===== config.mk =====
export PLATFORM = sky130hd
export DESIGN_NAME = alu_mc
export DESIGN_NICKNAME = d
export VERILOG_FILES = /design/src/rtl/alu_mc.sv
export SDC_FILE = /design/constraint.sdc
export NUM_CORES = 1
export LEC_CHECK = 0
export CAP_MARGIN = 20
export CORE_ASPECT_RATIO = 0.75
export CORE_MARGIN = 4
export CORE_UTILIZATION = 55
export CTS_CLUSTER_DIAMETER = 30
export DETAILED_ROUTE_END_ITERATION = 6
export PLACE_DENSITY = 0.73
export SYNTH_ARGS = -nofsm -noshare
export SYNTH_HDL_FRONTEND = slang
export SYNTH_SLANG_ARGS = --single-unit
export TNS_END_PERCENT = 50

===== constraint.sdc =====
create_clock -name clk -period 6.25 [get_ports clk]
set_clock_uncertainty 0.15 [all_clocks]
set_input_delay 0.9375 -clock clk [delete_from_list [all_inputs] [get_ports clk]]
set_output_delay 0.9375 -clock clk [all_outputs]
set_load 0.1 [all_outputs]

===== src/rtl/alu_mc.sv =====
// alu_mc: multi-cycle ALU between register-file read and writeback.
//   Single-cycle ops: result registered one cycle after accept.
//   MUL: iterative shift-add over WIDTH cycles, full 2*WIDTH product.
// Ports:
//   clk, rst_n            clock (rising edge), async active-low reset
//   in_valid/in_ready     operation handshake (aluctrl, din1, din2)
//   out_valid/out_ready   result handshake (dout, dout_hi, zero)
//   dout                  result (low half of product for MUL)
//   dout_hi               high half of MUL product, 0 for other ops
//   zero                  dout == 0, registered with dout
//   busy                  high while the multiplier is iterating
module alu_mc #(
  parameter  int WIDTH = 16,
  localparam int SHW   = $clog2(WIDTH)
) (
  input  logic             clk,
  input  logic             rst_n,
  input  logic             in_valid,
  output logic             in_ready,
  input  logic [3:0]       aluctrl,
  input  logic [WIDTH-1:0] din1,
  input  logic [WIDTH-1:0] din2,
  output logic             out_valid,
  input  logic             out_ready,
  output logic [WIDTH-1:0] dout,
  output logic [WIDTH-1:0] dout_hi,
  output logic             zero,
  output logic             busy
);

  localparam logic [0:0]     S_IDLE   = 1'b0;
  localparam logic [0:0]     S_MUL    = 1'b1;
  localparam logic [3:0]     OP_MUL   = 4'b0011;
  localparam logic [SHW-1:0] CNT_LAST = SHW'(WIDTH - 1);

  logic [0:0]         state;
  logic [2*WIDTH-1:0] mcand;   // multiplicand, shifted left each iteration
  logic [WIDTH-1:0]   mplier;  // multiplier, shifted right (LSB consumed first)
  logic [2*WIDTH-1:0] acc;
  logic [SHW-1:0]     cnt;

  logic               fire, is_mul, mul_last, load;
  logic [2*WIDTH-1:0] acc_nxt;
  logic [WIDTH-1:0]   alu_res;
  logic [SHW-1:0]     shamt;
  logic               sh_big;

  assign in_ready = (state == S_IDLE) && (!out_valid || out_ready);
  assign fire     = in_valid && in_ready;
  assign is_mul   = (aluctrl == OP_MUL);
  assign busy     = (state == S_MUL);
  assign mul_last = (state == S_MUL) && (cnt == CNT_LAST);
  assign acc_nxt  = acc + (mplier[0] ? mcand : '0);
  // a result lands in the output registers this cycle
  assign load     = (fire && !is_mul) || mul_last;

  // any set bit above the low SHW bits means the shift is >= WIDTH
  assign shamt  = din2[SHW-1:0];
  assign sh_big = |din2[WIDTH-1:SHW];

  always_comb begin
    alu_res = din1;
    case (aluctrl)
      4'b0001: alu_res = din1 + din2;
      4'b0010: alu_res = din1 - din2;
      4'b0100: alu_res = {{(WIDTH-1){1'b0}}, (din1 < din2)};
      4'b0101: alu_res = {{(WIDTH-1){1'b0}}, (din1 == din2)};
      4'b0110: alu_res = din1 | din2;
      4'b0111: alu_res = din1 & din2;
      4'b1001: alu_res = din1 ^ din2;
      4'b1010: alu_res = ~din1;
      4'b1011: alu_res = sh_big ? '0 : (din1 << shamt);
      4'b1100: alu_res = sh_big ? {WIDTH{din1[WIDTH-1]}}
                                : WIDTH'($signed(din1) >>> shamt);
      4'b1101: alu_res = {{(WIDTH-1){1'b0}}, ($signed(din1) < $signed(din2))};
      4'b1110: alu_res = sh_big ? '0 : (din1 >> shamt);
      default: alu_res = din1;  // mv, 0000, 1111
    endcase
  end

  // control: state and result-valid
  always_ff @(posedge clk or negedge rst_n) begin
    if (!rst_n) begin
      state     <= S_IDLE;
      out_valid <= 1'b0;
    end else begin
      if (state == S_IDLE && fire && is_mul) state <= S_MUL;
      else if (mul_last)                     state <= S_IDLE;
      // a fresh load wins over a drain in the same cycle
      if (load)           out_valid <= 1'b1;
      else if (out_ready) out_valid <= 1'b0;
    end
  end

  // multiplier datapath
  always_ff @(posedge clk or negedge rst_n) begin
    if (!rst_n) begin
      mcand  <= '0;
      mplier <= '0;
      acc    <= '0;
      cnt    <= '0;
    end else if (state == S_IDLE) begin
      if (fire && is_mul) begin
        mcand  <= {{WIDTH{1'b0}}, din1};
        mplier <= din2;
        acc    <= '0;
        cnt    <= '0;
      end
    end else begin
      acc    <= acc_nxt;
      mcand  <= mcand << 1;
      mplier <= mplier >> 1;
      cnt    <= cnt + 1'b1;
    end
  end

  // result registers; only written on load so they hold while stalled
  always_ff @(posedge clk or negedge rst_n) begin
    if (!rst_n) begin
      dout    <= '0;
      dout_hi <= '0;
      zero    <= 1'b1;
    end else if (mul_last) begin
      dout    <= acc_nxt[WIDTH-1:0];
      dout_hi <= acc_nxt[2*WIDTH-1:WIDTH];
      zero    <= (acc_nxt[WIDTH-1:0] == '0);
    end else if (fire && !is_mul) begin
      dout    <= alu_res;
      dout_hi <= '0;
      zero    <= (alu_res == '0);
    end
  end

endmodule


==> out/metrics.csv, run 1 <==
metric,value,unit
status,finished with violations,
violated checks,DRC,
final net count,1532,
drt wl/cell,23.7,µm
starting density of the core,0.561,
Post-CTS Setup Bufs,0,
unrepaired setup endpoints after global routing,no,
f_max,207,MHz
CTS H-Tree Depth,4,
busiest metal layer after global routing,met1,
Synth Flop Type,dfrtp_1,
# Max-Cap Violations,0,
area delta synth->final,15.0,%
Leak,0.00538,µW
"FF+latch count, synth",119,
RR Startpoint,mplier[0],
WHS Path Cells,2,
PwrDens,470,nW/µm²
worst hold path startpoint,acc[23],
WL final,39.7,mm
highest-count cells in the layout ignoring fill and taps,"nor2_1, nand2_1, dfrtp_1",
Die ar.,22200,µm²
synthesized area per cell,7.95,µm²
# port buffers,75,
antenna-violating nets left,0,
Via density,6.81,
crit path max fanout,19,
Post-Syn Instances,1372,
Yosys cell types,79,
met2 usage,0.479,
Slew headroom,0.188,
Iter 0 DRT Violations,1906,
Worst Path Required,6450,ps
CTS max path bufs,2,
CP Launch Type,input pin,
Worst Tran Pin Value,1200,ps
Tcrit/Tclk final,0.771,
Hold Crit Class,reg2reg,
largest net degree at the start of global routing,73,
CTS Sinks,119,
critical setup path kind,in2reg,
critical register-to-register path endpoint,acc[31],
Resized cells post-CTS,0,
Final Max Slew Viols,0,
Vias,11400,
hold buffers post-CTS,0,
routing usage on met1,0.545,
total core area,19400,µm²
Fillers,1691,
die height,130,µm
gr usage total,0.353,
setup TNS,0,ps
worst skew pair latency,420,ps
Hold Crit Endpoint,acc[23],
min Tclk post-route,4820,ps
Peak VDD IR,0.339,mV
Synth Warn #,0,
die width,171,µm
final setup violation count,0,
r2r setup slk,1550,ps
clock-pin slew on the worst setup and hold paths,50,ps
Synth Cell Area,10900,µm²
initial antenna violation count,0,
Post-synth ARST share,1.00,
final worst slack,1430,ps
Num CTS Buffers,17,
Layout Cells excl Fill,1672,
row count,44,
DP Worst Slack,1160,ps
I/O pin count,76,
dpl cells,1636,
Crit path arrival time,5020,ps
CTS root buf,clkbuf_16,
DP HPWL,29.0,mm
vias in the first global route,10500,
path depth of the worst reg2reg path,13,
Synth area leaders,"dfrtp_1, ha_1, nor2_1",
Yosys top cell area share,0.271,
CTS tree,built,
global-route wire length before repair,61.1,mm
1st-pass router iterations,7,
total grt overflow,0,
share of cells above drive strength 1,0.0839,
DRC errors left,5,
"leading cell type in the layout, fill and taps excluded",nor2_1,
GP Congestion,1.06,
largest area contributor in the netlist,dfrtp_1,
Final Hold Viols,0,
crit end category,flip-flop,
post-synthesis net count,1499,
grt met3 use,0.104,
post-synthesis sequential area ratio,0.273,
Post-synth EDFFs,0,
## Yosys cell counts (all sizes together) (22+ instances only)
library cell	number
dfrtp	118
ha	84
o21ai	106
nand3	26
nand2	143
o22ai	51
and2	36
a21o	23
a21oi	64
clkbuf	83
xnor2	26
a22o	22
nor2	161
nor3	26
inv	59
## routing by layer
layer	vias to the layer above	share of wire
li1	5092	-
met1	5390	0.44
met2	793	0.40
met3	107	0.14
met4	0	0.025
met5	-	0
## state kept, by name, indices dropped and copies added (netlist names)
name,cells
zero,1
dout_hi,16
mcand,32
cnt,4
dout,16
busy,1
mplier,16
acc,32
out_valid,1
## metrics by stage
step	area, µm²	power [µW]	utilization	hold WS [ps]
final	12500	5890	0.645	337
after global routing	12500	6240	0.645	374
after CTS	12500	5790	0.642	345
after detailed placement	11900	4710	0.610	332
after global placement	11900	4660	0.610	321
after floorplan	10900	3810	-	306
## critical path, stage by stage
cell	delay, ps
clkdlybuf4s50_1	900
nor2b_1	270
nand2_1	650
o311ai_0	230
a2111oi_0	510
nand4_1	160
o32a_1	470
or3_1	360
nor4_1	160
and4_1	210
a31o_1	140
## cell type report
| class | instances | area, µm² | share of cell area |
|---|---|---|---|
| clock inverters | 13 | 170 | 0.0136 |
| well taps | 253 | 317 | 0.0252 |
| clock buffers | 19 | 453 | 0.0361 |
| repair buffers | 111 | 1050 | 0.0836 |
| diodes | 1 | 2.50 | 0.000200 |
| multi-input cells | 1097 | 7350 | 0.586 |
| inverters | 59 | 221 | 0.0177 |
| flip-flops and latches | 119 | 2980 | 0.238 |
## how the worst max path moves through the flow
| stage | to | slack, ps | from |
|---|---|---|---|
| 2_1_floorplan | zero | 2020 | din2[2] |
| 3_3_place_gp | zero | 1030 | aluctrl[0] |
| 3_5_place_dp | zero | 1160 | aluctrl[0] |
| 4_1_cts | dout_hi[15] | 1440 | mplier[0] |
| 5_1_grt | zero | 1160 | aluctrl[0] |
| 6_report | zero | 1430 | aluctrl[0] |
## logic make-up after synthesis
| logic type | share of synthesized area |
|---|---|
| multiplexers | 0.0581 |
| adder cells (fa/ha/maj) | 0.102 |
| AO/OA/AOI/OAI | 0.264 |
| buffers and inverters | 0.0549 |
| AND/OR/NAND/NOR | 0.216 |
| flip-flops | 0.273 |
| XOR/XNOR | 0.0321 |
## power by group
group | switching (µW) | total [µW] | internal [µW]
Sequential | 215 | 1290 | 1080
Clock | 385 | 1040 | 652
Combinational | 2350 | 3560 | 1210
Total | 2950 | 5890 | 2940
Note: power is estimated with default switching activity, not from simulation.
==> inputs of run 2 (changes only) <==
==> constraint.sdc (replaced) <==
create_clock -name clk -period 4.8 [get_ports clk]
set_clock_uncertainty 0.15 [all_clocks]
set_input_delay 0.72 -clock clk [delete_from_list [all_inputs] [get_ports clk]]
set_output_delay 0.72 -clock clk [all_outputs]
set_load 0.1 [all_outputs]
==> run 2 against run 1 <==
  * The flow now finishes without violations
  * Worst hold slack worse by 150 ps
  * Wire length is 7.1% higher
  * Utilization is 2.3 points higher
  * Clock power is 24% higher
  * Sequential share of layout area is 0.82 points lower
  * Flip-flop and latch count stayed put
  * Total power is 31% higher
  * Critical path depth is 2 higher
  * Register-to-register slack worse by 950 ps
  * Largest cell class unchanged
  * Largest power group unchanged
  * Highest routed layer is now met5
==> out/metrics.csv, run 2 (same netlist as run 1, synthesis figures left out) <==
metric,value,unit
CP Launch Type,input pin,
Die ar.,22200,µm²
unrepaired setup endpoints after global routing,no,
crit path max fanout,7,
f_max,227,MHz
CTS Sinks,119,
DRC errors left,0,
total core area,19400,µm²
Leak,0.00567,µW
share of cells above drive strength 1,0.126,
Vias,11700,
starting density of the core,0.561,
grt met3 use,0.145,
critical setup path kind,in2reg,
Slew headroom,0.311,
Peak VDD IR,0.552,mV
min Tclk post-route,4400,ps
Post-CTS Setup Bufs,0,
Sw Share,0.507,
biggest regs,"acc x32, mcand x32",
die height,130,µm
Iter 0 DRT Violations,1449,
diodes inserted,0,
hold buffers post-CTS,0,
Hold Crit Class,in2async,
Resized cells post-CTS,0,
final worst slack,398,ps
Crit path arrival time,4610,ps
gr usage total,0.381,
drt wl/cell,24.4,µm
sequential share of power,0.219,
Psw,3920,µW
met2 usage,0.524,
Worst Tran Pin Value,1030,ps
clock-pin slew on the worst setup and hold paths,60,ps
total grt overflow,0,
final net count,1601,
worst skew pair latency,420,ps
PwrDens,595,nW/µm²
initial antenna violation count,1,
Tcrit/Tclk final,0.917,
final setup violation count,0,
hold slack,189,ps
setup TNS,0,ps
CTS root buf,clkbuf_16,
Clk network pwr share,0.167,
# port buffers,75,
routing usage on met1,0.558,
1st-pass router iterations,6,
internal power,3820,µW
Gate power share,0.614,
Final Hold Viols,0,
area delta synth->final,19.2,%
row count,44,
highest-count cells in the layout ignoring fill and taps,"nor2_1, nand2_1, dfrtp_1",
DP Worst Slack,104,ps
largest net degree at the start of global routing,72,
status,"finished, final reports clean",
die width,171,µm
antenna-violating nets left,0,
I/O pin count,76,
CTS max path bufs,2,
Num CTS Buffers,17,
CTS tree,built,
Final Max Slew Viols,0,
busiest metal layer after global routing,met1,
Worst Path Required,5010,ps
DP HPWL,32.2,mm
WL final,42.5,mm
global-route wire length before repair,64.9,mm
"leading cell type in the layout, fill and taps excluded",nor2_1,
Via density,6.72,
CTS H-Tree Depth,4,
# Max-Cap Violations,0,
vias in the first global route,11200,
crit end category,flip-flop,
GP Congestion,1.08,
run 2: power groups by stage:
| stage | clock network [µW] | logic (µW) | registers (µW) |
|---|---|---|---|
| 3_3_place_gp | 0 | 4460 | 1690 |
| 4_1_cts | 1280 | 4640 | 1690 |
| 2_1_floorplan | 0 | 2730 | 2230 |
| 6_report | 1290 | 4750 | 1700 |
| 3_5_place_dp | 0 | 4570 | 1690 |
| 5_1_grt | 1330 | 5110 | 1740 |
run 2: final timing paths:
kind | startpoint | to | slack (ps) | cells after the start
min in group clk | dout_hi[7] | dout_hi[7] | 340 | 2
worst min-delay path | rst_n | mplier[1] | 190 | 1
max in group asynchronous | rst_n | mplier[11] | 3360 | 2
worst max register to register | mplier[0] | acc[24] | 600 | 13
worst min register to register | dout_hi[7] | dout_hi[7] | 340 | 2
worst max-delay path | din1[0] | zero | 400 | 13
run 2: routing by layer:
metal,wire length [µm],share of wire
met5,13,0.00031
met2,16900,0.40
met3,5880,0.14
met1,18600,0.44
met4,1040,0.025
run 2: cell type report:
| type | count | area [µm²] |
|---|---|---|
| Fill cell | 1656 | 6440 |
| Clock inverter | 13 | 150 |
| Timing Repair Buffer | 180 | 1530 |
| Clock buffer | 19 | 443 |
| Sequential cell | 119 | 2980 |
| Inverter | 59 | 221 |
| Tap cell | 253 | 317 |
| Multi-Input combinational cell | 1097 | 7350 |
run 2: through the flow:
stage	util	total power (µW)	instances	cell area, µm²
floorplan	-	4970	1372	10900
finish	0.668	7730	1740	13000
detailed placement	0.638	6270	1708	12400
CTS	0.668	7610	1740	13000
global route	0.668	8180	1740	13000
global placement	0.638	6150	1708	12400
run 2: critical path: stages:
cell and delay [ps]:
clkdlybuf4s50_1 590, ha_1 340, fa_1 440, a211oi_1 480, o21ai_0 220, a31o_2 280
a21oi_1 170, xor2_1 190, nor2_1 60, o32a_1 360, nor4_1 370, and4_1 250
a31o_1 130
==> inputs of run 3 (changes only) <==
--- a/config.mk
+++ b/config.mk
@@ -6,7 +6,7 @@
 export NUM_CORES = 1
 export LEC_CHECK = 0
 export CAP_MARGIN = 20
-export CORE_ASPECT_RATIO = 0.75
+export CORE_ASPECT_RATIO = 0.5
 export CORE_MARGIN = 4
 export CORE_UTILIZATION = 55
 export CTS_CLUSTER_DIAMETER = 30
==> run 3 against run 2 <==
  * Maximum frequency up 0.95%
  * Clock power about the same
  * Worst hold slack better by 96 ps
  * Clock-buffer cell count down 1
  * Cell count up 0.17%
  * Cell area down 0.23%
  * Largest cell class unchanged
  * Critical path type unchanged
  * Critical endpoint unchanged
  * Highest routed layer is now met4
  * Die area up 0.51%
  * Wire length up 0.16%
  * First-iteration DRC count up 9.3%
  * Combinational power down 2%
  * Critical path depth up 1
==> out/metrics.csv, run 3 (same netlist as run 1, synthesis figures left out) <==
metric,value,unit
# Max-Cap Violations,0,
Resized cells post-CTS,0,
area delta synth->final,18.9,%
Slew headroom,0.324,
CTS Sinks,119,
highest-count cells in the layout ignoring fill and taps,"nor2_1, nand2_1, dfrtp_1",
CTS max path bufs,2,
fin util,0.666,
final setup violation count,0,
Die ar.,22300,µm²
I/O pin count,76,
initial antenna violation count,0,
1st-pass router iterations,5,
Post-CTS Setup Bufs,0,
Worst Path Required,5010,ps
hold buffers post-CTS,0,
Num CTS Buffers,17,
busiest metal layer after global routing,met2,
clock-pin slew on the worst setup and hold paths,60,ps
CTS H-Tree Depth,4,
row count,36,
crit path max fanout,7,
gr usage total,0.377,
die height,108,µm
# port buffers,75,
CTS tree,built,
Peak VDD IR,0.306,mV
Fillers,1620,
Via density,6.77,
critical setup path kind,in2reg,
Crit path arrival time,4570,ps
"leading cell type in the layout, fill and taps excluded",nor2_1,
Leak,0.00566,µW
"Slowest-stage cell, CP",clkdlybuf4s50_1,
Slowest Stage Delay on Critical Path,660,ps
largest net degree at the start of global routing,78,
Layout Cells excl Fill,1743,
worst skew pair latency,430,ps
routing usage on met1,0.511,
share of cells above drive strength 1,0.121,
Final Max Slew Viols,0,
CTS root buf,clkbuf_16,
DP Area,12300,µm²
total grt overflow,0,
unrepaired setup endpoints after global routing,no,
DP HPWL,32.0,mm
diodes inserted,0,
die width,207,µm
Hold Crit Class,in2async,
biggest regs,"acc x32, mcand x32",
CP Launch Type,input pin,
Final Hold Viols,0,
CP cell instances,"clkdlybuf4s50_1, inv_1, ha_1, nor2b_1, a32oi_1, o311ai_0, a2111oi_0, nand4_1, o32a_1, or3_1, nor4_1, buf_4, and4_1, a31o_1",
DRC errors left,0,
WL final,42.5,mm
fin area,13000,µm²
grt met3 use,0.0897,
Iter 0 DRT Violations,1584,
vias in the first global route,11300,
Worst Tran Pin Value,1010,ps
setup TNS,0,ps
total core area,19500,µm²
area of the multi-input gates,7350,µm²
dpl cells,1711,
Tcrit/Tclk final,0.908,
f_max,229,MHz
drt wl/cell,24.4,µm
GP Congestion,1.09,
PwrDens,595,nW/µm²
met2 usage,0.591,
crit end category,flip-flop,
antenna-violating nets left,0,
global-route wire length before repair,65.8,mm
starting density of the core,0.560,
hold slack,286,ps
storage element area,2980,µm²
min Tclk post-route,4360,ps
Vias,11800,
status,"finished, final reports clean",
final net count,1591,
==> run 3: critical path, delay by kind of cell <==
kind	cells	cell delay [ps]
buf+inv	3	950
simple gates	5	1020
fa+ha+maj	1	380
compound gates	5	1510
==> run 3: metal layers <==
metal	wire (µm)	part of all wire
met2	18400	0.43
met3	4970	0.12
met5	0	0
met4	1810	0.043
met1	17300	0.41
==> run 3: where the power goes <==
group / internal (µW) / switching, µW
Clock: 833 / 492
Combinational: 1620 / 3030
Sequential: 1410 / 330
Total: 3860 / 3860
==> run 3: path summary, 6_finish.rpt <==
path,from,end,slack [ps],cells after the start
setup / recovery,din2[4],zero,440,14
hold / removal,rst_n,cnt[1],290,1
setup reg to reg,mplier[0],acc[29],610,12
hold reg to reg,acc[24],acc[24],340,2
max in group asynchronous,rst_n,mplier[13],3280,2
min in group clk,acc[24],acc[24],340,2
==> run 3: stage by stage <==
step	total power (µW)	setup slack (ps)
after global routing	8190	180
final	7710	440
after CTS	7620	555
after floorplan	4970	790
after global placement	6050	196
after detailed placement	6210	122
==> run 3: area by class of cell <==
class | instances | share of cell area
clock buffers | 18 | 0.0339
clock inverters | 14 | 0.0133
inverters | 59 | 0.0171
multi-input cells | 1097 | 0.567
flip-flops and latches | 119 | 0.230
well taps | 266 | 0.0257
repair buffers | 170 | 0.113
